[src/rtl/xgmii_frame_engine_if.sv]
// XGMII, FIFO and status bundle for the XGMII frame engine.
// master is the engine side; slave is the XAUI/FIFO/user side.
interface xgmii_frame_engine_if #(
  parameter int CNT_W = 64
);
  logic [63:0]      xgmii_rxd;
  logic [7:0]       xgmii_rxc;
  logic [63:0]      xgmii_txd;
  logic [7:0]       xgmii_txc;
  logic             tx_fifo_rd_en;
  logic [63:0]      tx_fifo_rd_data;
  logic [1:0]       tx_fifo_rd_status;
  logic             rx_fifo_wr_en;
  logic [63:0]      rx_fifo_wr_data;
  logic [1:0]       rx_fifo_wr_status;
  logic             user_tx_en;
  logic             tx_strb;
  logic             rx_strb;
  logic             link_down_strb;
  logic [CNT_W-1:0] error_count;
  logic [CNT_W-1:0] data_count;

  modport master (
    input  xgmii_rxd,
    input  xgmii_rxc,
    input  tx_fifo_rd_data,
    input  tx_fifo_rd_status,
    input  rx_fifo_wr_status,
    input  user_tx_en,
    output xgmii_txd,
    output xgmii_txc,
    output tx_fifo_rd_en,
    output rx_fifo_wr_en,
    output rx_fifo_wr_data,
    output tx_strb,
    output rx_strb,
    output link_down_strb,
    output error_count,
    output data_count
  );

  modport slave (
    output xgmii_rxd,
    output xgmii_rxc,
    output tx_fifo_rd_data,
    output tx_fifo_rd_status,
    output rx_fifo_wr_status,
    output user_tx_en,
    input  xgmii_txd,
    input  xgmii_txc,
    input  tx_fifo_rd_en,
    input  rx_fifo_wr_en,
    input  rx_fifo_wr_data,
    input  tx_strb,
    input  rx_strb,
    input  link_down_strb,
    input  error_count,
    input  data_count
  );
endinterface

[src/rtl/xgmii_frame_engine.sv]
// XGMII framing between the XAUI controller and the TX/RX FIFOs.
// TX wraps FIFO words in START/TERM; RX strips framing into the RX FIFO.
module xgmii_frame_engine #(
  parameter int MAX_WORDS = 16,
  parameter int CNT_W     = 64
) (
  input logic                 clk,
  input logic                 reset,
  xgmii_frame_engine_if.master bus
);
  localparam logic [63:0] IDLE_W  = 64'h0707070707070707;
  localparam logic [63:0] START_W = 64'hD5555555555555FB;
  localparam logic [63:0] TERM_W  = 64'h07070707070707FD;
  localparam logic [63:0] FAULT_W = 64'h0100009C0100009C;
  localparam int WW = $clog2(MAX_WORDS + 1);
  localparam logic [WW-1:0] MAXC = WW'(MAX_WORDS);

  typedef enum logic [2:0] {
    T_IDLE, T_START, T_DATA, T_TERM, T_GAP
  } tx_st_e;

  typedef enum logic {
    R_IDLE, R_DATA
  } rx_st_e;

  function automatic logic [CNT_W-1:0] sat_inc(
    input logic [CNT_W-1:0] v
  );
    return (&v) ? v : v + CNT_W'(1);
  endfunction

  tx_st_e           tx_st;
  logic [WW-1:0]    tx_cnt;
  logic [63:0]      txd_q;
  logic [7:0]       txc_q;
  logic             tx_strb_q;
  logic             tx_rd;
  logic             tx_empty;

  rx_st_e           rx_st;
  logic [WW-1:0]    rx_cnt;
  logic             wr_en_q;
  logic [63:0]      wr_data_q;
  logic             rx_strb_q;
  logic             ld_strb_q;
  logic             fault_prev;
  logic [CNT_W-1:0] err_q;
  logic [CNT_W-1:0] dcnt_q;

  logic             rx_start;
  logic             rx_term;
  logic             rx_data;
  logic             rx_fault;
  logic             rx_full;
  logic             rx_at_max;
  logic             unused_status;

  assign tx_empty  = bus.tx_fifo_rd_status[1];
  assign rx_full   = bus.rx_fifo_wr_status[1];
  assign unused_status = bus.tx_fifo_rd_status[0]
                       ^ bus.rx_fifo_wr_status[0];

  assign rx_start  = (bus.xgmii_rxc == 8'h01)
                   && (bus.xgmii_rxd[7:0] == 8'hFB);
  assign rx_term   = (bus.xgmii_rxc == 8'hFF)
                   && (bus.xgmii_rxd[7:0] == 8'hFD);
  assign rx_data   = (bus.xgmii_rxc == 8'h00);
  assign rx_fault  = (bus.xgmii_rxc == 8'h11)
                   && (bus.xgmii_rxd == FAULT_W);
  assign rx_at_max = (rx_cnt == MAXC);

  // Read one cycle ahead of the wire so data follows START with no gap.
  always_comb begin
    tx_rd = 1'b0;
    unique case (tx_st)
      T_START: tx_rd = !tx_empty;
      T_DATA:  tx_rd = !tx_empty && (tx_cnt < MAXC);
      default: tx_rd = 1'b0;
    endcase
  end

  always_ff @(posedge clk or posedge reset) begin
    if (reset) begin
      tx_st     <= T_IDLE;
      tx_cnt    <= '0;
      txd_q     <= IDLE_W;
      txc_q     <= 8'hFF;
      tx_strb_q <= 1'b0;
    end else begin
      tx_strb_q <= 1'b0;
      unique case (tx_st)
        T_IDLE: begin
          txd_q <= IDLE_W;
          txc_q <= 8'hFF;
          if (bus.user_tx_en && !tx_empty)
            tx_st <= T_START;
        end
        T_START: begin
          txd_q  <= START_W;
          txc_q  <= 8'h01;
          tx_cnt <= tx_rd ? WW'(1) : '0;
          tx_st  <= tx_rd ? T_DATA : T_TERM;
        end
        T_DATA: begin
          txd_q <= bus.tx_fifo_rd_data;
          txc_q <= 8'h00;
          if (tx_rd)
            tx_cnt <= tx_cnt + WW'(1);
          tx_st <= tx_rd ? T_DATA : T_TERM;
        end
        T_TERM: begin
          txd_q     <= TERM_W;
          txc_q     <= 8'hFF;
          tx_strb_q <= 1'b1;
          tx_st     <= T_GAP;
        end
        default: begin
          txd_q <= IDLE_W;
          txc_q <= 8'hFF;
          tx_st <= T_IDLE;
        end
      endcase
    end
  end

  always_ff @(posedge clk or posedge reset) begin
    if (reset) begin
      rx_st      <= R_IDLE;
      rx_cnt     <= '0;
      wr_en_q    <= 1'b0;
      wr_data_q  <= '0;
      rx_strb_q  <= 1'b0;
      ld_strb_q  <= 1'b0;
      fault_prev <= 1'b0;
      err_q      <= '0;
      dcnt_q     <= '0;
    end else begin
      wr_en_q    <= 1'b0;
      rx_strb_q  <= 1'b0;
      fault_prev <= rx_fault;
      ld_strb_q  <= rx_fault && !fault_prev;
      unique case (rx_st)
        R_IDLE: begin
          if (rx_start) begin
            rx_st  <= R_DATA;
            rx_cnt <= '0;
          end
        end
        default: begin
          unique case (1'b1)
            rx_data && rx_at_max: begin
              err_q <= sat_inc(err_q);
              rx_st <= R_IDLE;
            end
            rx_data && !rx_at_max && rx_full: begin
              err_q <= sat_inc(err_q);
            end
            rx_data && !rx_at_max && !rx_full: begin
              wr_en_q   <= 1'b1;
              wr_data_q <= bus.xgmii_rxd;
              dcnt_q    <= sat_inc(dcnt_q);
              rx_cnt    <= rx_cnt + WW'(1);
            end
            rx_term: begin
              rx_strb_q <= 1'b1;
              rx_st     <= R_IDLE;
            end
            // A START mid-frame aborts the old frame and opens a new one.
            rx_start: begin
              err_q  <= sat_inc(err_q);
              rx_cnt <= '0;
            end
            default: begin
              err_q <= sat_inc(err_q);
              rx_st <= R_IDLE;
            end
          endcase
        end
      endcase
    end
  end

  assign bus.xgmii_txd       = txd_q;
  assign bus.xgmii_txc       = txc_q;
  assign bus.tx_fifo_rd_en   = tx_rd;
  assign bus.tx_strb         = tx_strb_q;
  assign bus.rx_fifo_wr_en   = wr_en_q;
  assign bus.rx_fifo_wr_data = wr_data_q;
  assign bus.rx_strb         = rx_strb_q;
  assign bus.link_down_strb  = ld_strb_q;
  assign bus.error_count     = err_q;
  assign bus.data_count      = dcnt_q;
endmodule

[src/flat_wrapper.sv]
// flat-port wrapper written by rule: the top's interface ports become plain ports
module xgmii_frame_engine_flat 
#(
  parameter int MAX_WORDS = 16,
  parameter int CNT_W     = 64
)
  (clk, reset, bus_xgmii_rxd, bus_xgmii_rxc, bus_tx_fifo_rd_data, bus_tx_fifo_rd_status, bus_rx_fifo_wr_status, bus_user_tx_en, bus_xgmii_txd, bus_xgmii_txc, bus_tx_fifo_rd_en, bus_rx_fifo_wr_en, bus_rx_fifo_wr_data, bus_tx_strb, bus_rx_strb, bus_link_down_strb, bus_error_count, bus_data_count);
  xgmii_frame_engine_if #(.CNT_W(CNT_W)) bus_i ();
  input logic clk;
  input logic reset;
  input wire logic [$bits(bus_i.xgmii_rxd)-1:0] bus_xgmii_rxd;
  input wire logic [$bits(bus_i.xgmii_rxc)-1:0] bus_xgmii_rxc;
  input wire logic [$bits(bus_i.tx_fifo_rd_data)-1:0] bus_tx_fifo_rd_data;
  input wire logic [$bits(bus_i.tx_fifo_rd_status)-1:0] bus_tx_fifo_rd_status;
  input wire logic [$bits(bus_i.rx_fifo_wr_status)-1:0] bus_rx_fifo_wr_status;
  input wire logic [$bits(bus_i.user_tx_en)-1:0] bus_user_tx_en;
  output wire logic [$bits(bus_i.xgmii_txd)-1:0] bus_xgmii_txd;
  output wire logic [$bits(bus_i.xgmii_txc)-1:0] bus_xgmii_txc;
  output wire logic [$bits(bus_i.tx_fifo_rd_en)-1:0] bus_tx_fifo_rd_en;
  output wire logic [$bits(bus_i.rx_fifo_wr_en)-1:0] bus_rx_fifo_wr_en;
  output wire logic [$bits(bus_i.rx_fifo_wr_data)-1:0] bus_rx_fifo_wr_data;
  output wire logic [$bits(bus_i.tx_strb)-1:0] bus_tx_strb;
  output wire logic [$bits(bus_i.rx_strb)-1:0] bus_rx_strb;
  output wire logic [$bits(bus_i.link_down_strb)-1:0] bus_link_down_strb;
  output wire logic [$bits(bus_i.error_count)-1:0] bus_error_count;
  output wire logic [$bits(bus_i.data_count)-1:0] bus_data_count;
  assign bus_i.xgmii_rxd = bus_xgmii_rxd;
  assign bus_i.xgmii_rxc = bus_xgmii_rxc;
  assign bus_i.tx_fifo_rd_data = bus_tx_fifo_rd_data;
  assign bus_i.tx_fifo_rd_status = bus_tx_fifo_rd_status;
  assign bus_i.rx_fifo_wr_status = bus_rx_fifo_wr_status;
  assign bus_i.user_tx_en = bus_user_tx_en;
  assign bus_xgmii_txd = bus_i.xgmii_txd;
  assign bus_xgmii_txc = bus_i.xgmii_txc;
  assign bus_tx_fifo_rd_en = bus_i.tx_fifo_rd_en;
  assign bus_rx_fifo_wr_en = bus_i.rx_fifo_wr_en;
  assign bus_rx_fifo_wr_data = bus_i.rx_fifo_wr_data;
  assign bus_tx_strb = bus_i.tx_strb;
  assign bus_rx_strb = bus_i.rx_strb;
  assign bus_link_down_strb = bus_i.link_down_strb;
  assign bus_error_count = bus_i.error_count;
  assign bus_data_count = bus_i.data_count;
  xgmii_frame_engine #(.MAX_WORDS(MAX_WORDS), .CNT_W(CNT_W)) u_core (.clk(clk), .reset(reset), .bus(bus_i));
endmodule
[config.mk]
export PLATFORM = sky130hd
export DESIGN_NAME = xgmii_frame_engine_flat
export DESIGN_NICKNAME = d
export VERILOG_FILES = /design/src/rtl/xgmii_frame_engine_if.sv /design/src/rtl/xgmii_frame_engine.sv /design/src/flat_wrapper.sv
export SDC_FILE = /design/constraint.sdc
export NUM_CORES = 1
export LEC_CHECK = 0
export ABC_AREA = 1
export CORE_MARGIN = 5
export CORE_UTILIZATION = 52
export DETAILED_ROUTE_END_ITERATION = 16
export GPL_ROUTABILITY_DRIVEN = 0
export PLACE_DENSITY = 0.82
export SYNTH_ARGS = -nofsm -noshare
export SYNTH_HDL_FRONTEND = slang
export SYNTH_SLANG_ARGS = --single-unit
export TNS_END_PERCENT = 1
[constraint.sdc]
create_clock -name clk -period 27.8 [get_ports clk]
set_clock_uncertainty 0.2 [all_clocks]
set_input_delay 5.56 -clock clk [delete_from_list [all_inputs] [get_ports clk]]
set_output_delay 5.56 -clock clk [all_outputs]
set_load 0.02 [all_outputs]
After elaboration in Yosys (flattened, before gate mapping):

Cells that the tools add are included.

* register bits: 283

* add/subtract/negate cells: 4
* $lt $le $gt $ge: 1
* eq/ne operators: 12
* multiplexer cells: 20
* bitwise operators: 3
* reduce and logical (&&, ||, !) cells: 28

Operator list (number)
* $pmux W64 S3: 1
* $add A64 B1 Y64 const B: 2
* $reduce_and A64 Y1: 2
* $eq A64 B57 Y1 const B: 1
* $eq A8 B8 Y1 const B: 3
* $pmux W5 S2: 2
* $pmux W8 S2: 1
* $mux W5: 3
* $add A5 B1 Y5 const B: 2
* $mux W1: 10
* $logic_and A1 B1 Y1: 9
* $pmux W3 S3: 1
* $eq A8 B1 Y1 const B: 1
* $eq A8 B5 Y1 const B: 1
* $logic_not A8 Y1: 1
* $eq A3 B2 Y1 const B: 2
* $reduce_and A2 Y1: 3
* $reduce_and A3 Y1: 2
* $reduce_bool A2 Y1: 3
* $eq A5 B5 Y1 const B: 1
* $lt A5 B5 Y1 const B: 1
* $logic_not A1 Y1: 4
* $ne A2 B1 Y1 const B: 2
* $reduce_or A2 Y1: 2
* 6 further kinds: 8

Depth between registers and ports, before layout:

* depth after elaboration: 7
* depth in mapped cells: 13
* depth with buffers taken out: 11

Worst setup path before layout:

No wires, ideal clock.

* kind: input port to output port
* start: in bus_tx_fifo_rd_status[1]
* end: out bus_tx_fifo_rd_en
* arrival time: 6131 ps
* data required time: 22040 ps
* setup slack: 15909 ps
* stages: 1
* cells stage by stage: o21ai_0

* word-level cells in the longest chain between the ends: 3

Ends and longest elaborated chain
* from (decl): line flat_wrapper.sv:14 `input wire logic [$bits(bus_i.tx_fifo_rd_status)-1:0] bus_tx_fifo_rd_status;`
* $logic_not A1 Y1 *: line xgmii_frame_engine.sv:76, xgmii_frame_engine.sv:77
* $logic_and A1 B1 Y1: line xgmii_frame_engine.sv:77 `T_DATA: tx_rd = !tx_empty && (tx_cnt < MAXC);`
* $pmux W1 S2 *: line xgmii_frame_engine.sv:75 `unique case (tx_st)`
* to (decl): line flat_wrapper.sv:19 `output wire logic [$bits(bus_i.tx_fifo_rd_en)-1:0] bus_tx_fifo_rd_en;`

Every way passes the cells marked *; elsewhere a longest branch is shown, timed or not.

Worst setup path in the final report:

Ends and elaborated chain as after synthesis.

==> flow_metrics.tcl <==
set metrics [dict create \
    status "finished clean" \
    min_path_type "flip-flop to flip-flop" \
    initial_utilization 0.523 \
    synth-seq-cells 277 \
    vdd_drop_max_v 0.0000588 \
    regToRegEndpoint "u_core.bus.error_count[36]" \
    wire_per_inst_um 17.3 \
    cts_resized 0 \
    stdcell_area_mm2 0.0198 \
    route.vias.total 14600 \
    first_pass_iters 6 \
    overflow 0 \
    slew_viol_final 0 \
    syn_nets 2116 \
    nets 2504 \
    synth-async-reset-ratio 1.00 \
    dp_hpwl_um 35700 \
    p_total_w 0.00112 \
    crit_path_end_kind "output port" \
    yosys.area.top_type "dfrtp_1" \
    worstSetupPathType "input port to output port" \
    seq_area_mm2 0.00696 \
    cts_hold_buffers 0 \
    path_clk_slew_ns 0.06 \
    core_area_mm2 0.0276 \
    ys_top_cells_by_count "nand2_1 (824), nor2_1 (290), dfrtp_1 (251), inv_1 (150), nand3b_1 (103)" \
    antenna_found_initial 4 \
    cts_setup_buffers 0 \
    drv_cap 0 \
    fin_crit_sh 0.467 \
    synthFlopType "dfrtp_1" \
    final_cells 2762 \
    relSlewSlack 0.250 \
    syn_area_mm2 0.0144 \
    placed_cell_area_mm2 0.0187 \
    synthTopCellsByArea "dfrtp_1 (43%), nand2_1 (21%), nor2_1 (7.5%), nand3b_1 (5.4%), dfstp_2 (4.7%)" \
    drive_above_1_share 0.0538 \
    setup_violations 0 \
    clock_sinks 277 \
    hold_depth 1 \
    die_y_um 177 \
    drc 0 \
    fin_tns_setup_ns 0 \
    max_freq_mhz 77.0 \
    clockRootBuffer "clkbuf_16" \
    clk_latency_ns 0.56 \
    rsz0062_at_grt "no" \
    yosysUniqueCellTypes 33 \
    cts_tree "built" \
    period_needed_ns 12.98 \
    ys_seq_area_frac 0.482 \
    drtIter0Drc 1363 \
    worst-path-max-fanout 4 \
    cts_buffers 30 \
    grt_first_pass_wirelength_um 75100 \
    worstHoldStart "u_core.fault_prev" \
    syn_avg_cell_area_um2 7.34 \
    fillers 2202 \
    p_leak_nw 8.86 \
    grt_max_degree 123 \
    tightest_slew_ns 1.12 \
    rr_worst_depth 10 \
    dieArea_mm2 0.0312 \
    finalHoldViolCount 0 \
    num_rows 61 \
    multi_input_area_mm2 0.00658 \
    synth_edf_count 0 \
    drt_wl_total_um 47700 \
    cts_buffer_depth 3 \
    ant_nets 0 \
    die_w_um 177 \
    syn_inst 1968 \
    arrival_ns 7.22 \
    cp_data_required_time_ns 22.04 \
    placedCellCount 2702 \
    cellPowerDensity_mw_per_mm2 56.5 \
    netlist.area_leader.share 0.435 \
    synth_warnings 0 \
    area_growth_pct 36.8 \
    start_kind "input port" \
    grt_pass1_vias 14200 \
    regToRegSetupSlack_ns 24.66 \
    io_buffer_count 409 \
    htreeDepth 1 \
    worstHoldEndpoint "u_core.bus.link_down_strb" \
    vias_per_cell 5.27 \
    yosysMostFrequentCell "nand2_1" \
    r2r-start "u_core.rx_cnt[0]" \
    ioPinCount 412 \
    grt.total_usage 0.300 \
]
## logic make-up (layout without fill, tap and decap cells)
| group | count (synthesis) | after routing | share of synthesized area |
|---|---|---|---|
| adders and majority gates | 5 | 5 | 0.00433 |
| other | 0 | 4 | 0 |
| buffers and inverters | 211 | 623 | 0.0642 |
| xor gates and xnor gates | 21 | 21 | 0.0127 |
| and+or+nand+nor | 1402 | 1402 | 0.418 |
| DFF | 277 | 277 | 0.482 |
| AOI/OAI and AO/OA | 52 | 52 | 0.0185 |
## cell type report
cell class              count  area share
clock inverters            16     0.00703
multi-input cells        1480       0.333
repair buffers            416       0.210
well taps                 378      0.0239
inverters                 151      0.0291
clock buffers              40      0.0445
diodes                      4    0.000506
flip-flops and latches    277       0.352
## worst max path at each step
stage                                        start                        to  slack (ns)  depth (start not counted)
after floorplan                              reset  u_core.bus.data_count[0]       14.45                          1
after global placement    bus_tx_fifo_rd_status[1]         bus_tx_fifo_rd_en       14.89                          5
after detailed placement  bus_tx_fifo_rd_status[1]         bus_tx_fifo_rd_en       14.85                          5
after CTS                 bus_tx_fifo_rd_status[1]         bus_tx_fifo_rd_en       14.81                          5
after global routing      bus_tx_fifo_rd_status[1]         bus_tx_fifo_rd_en       14.75                          5
final                     bus_tx_fifo_rd_status[1]         bus_tx_fifo_rd_en       14.82                          5
## state kept, by name, summed over array words and instances, names as in the netlist, 2 cells and up
signal,cells
u_core.tx_cnt,5
u_core.bus.error_count,64
u_core.bus.rx_fifo_wr_data,64
u_core.bus.xgmii_txc,2
u_core.tx_st,3
u_core.rx_cnt,5
u_core.bus.data_count,64
u_core.bus.xgmii_txd,64
## critical path: stages
cell	delay, ns
clkdlybuf4s50_1	0.46
nor2_1	0.17
nand2_1	0.11
o21ai_0	0.20
clkdlybuf4s50_1	0.73
## metal layers
layer,up-vias,routed length (um),track usage,part of all wire
li1,6913,-,-,-
met1,6808,17400,0.360,0.36
met2,688,23300,0.512,0.49
met3,153,4780,0.0846,0.10
met4,0,2270,0.122,0.048
met5,-,0,0,0
## placed cells by master, fill, tap and decap left out, types with 4 or more instances in the layout
cell,n
nor2_2,8
dfstp_2,26
a21oi_1,4
ha_1,5
nand2_1,824
clkbuf_16,31
dfrtp_1,251
nor2_1,289
clkbuf_8,7
nand3_1,72
or2_2,16
nor4_1,5
nand4_1,40
nor2_4,8
o21ai_0,46
inv_1,149
xor2_1,10
xnor2_1,11
diode_2,4
nand2_2,5
clkdlybuf4s50_1,409
clkinv_2,11
nand3b_1,103
nor3_1,20
buf_4,7
and3_1,5
## stage by stage
stage	util	hold slack, ns	worst slack [ns]
floorplan	-	0.178	14.45
global route	0.715	0.201	14.75
global placement	0.678	0.188	14.89
detailed placement	0.678	0.188	14.85
CTS	0.715	0.196	14.81
finish	0.715	0.195	14.82
## where the power goes
group          switching [W]  internal (W)  leakage [nW]  total (W)
logic               0.000139      0.000101          4.63   0.000240
registers          0.0000153      0.000452          3.72   0.000467
clock network       0.000170      0.000240         0.511   0.000410
total               0.000324      0.000793          8.86    0.00112
Power figures use the tool's default switching activity.
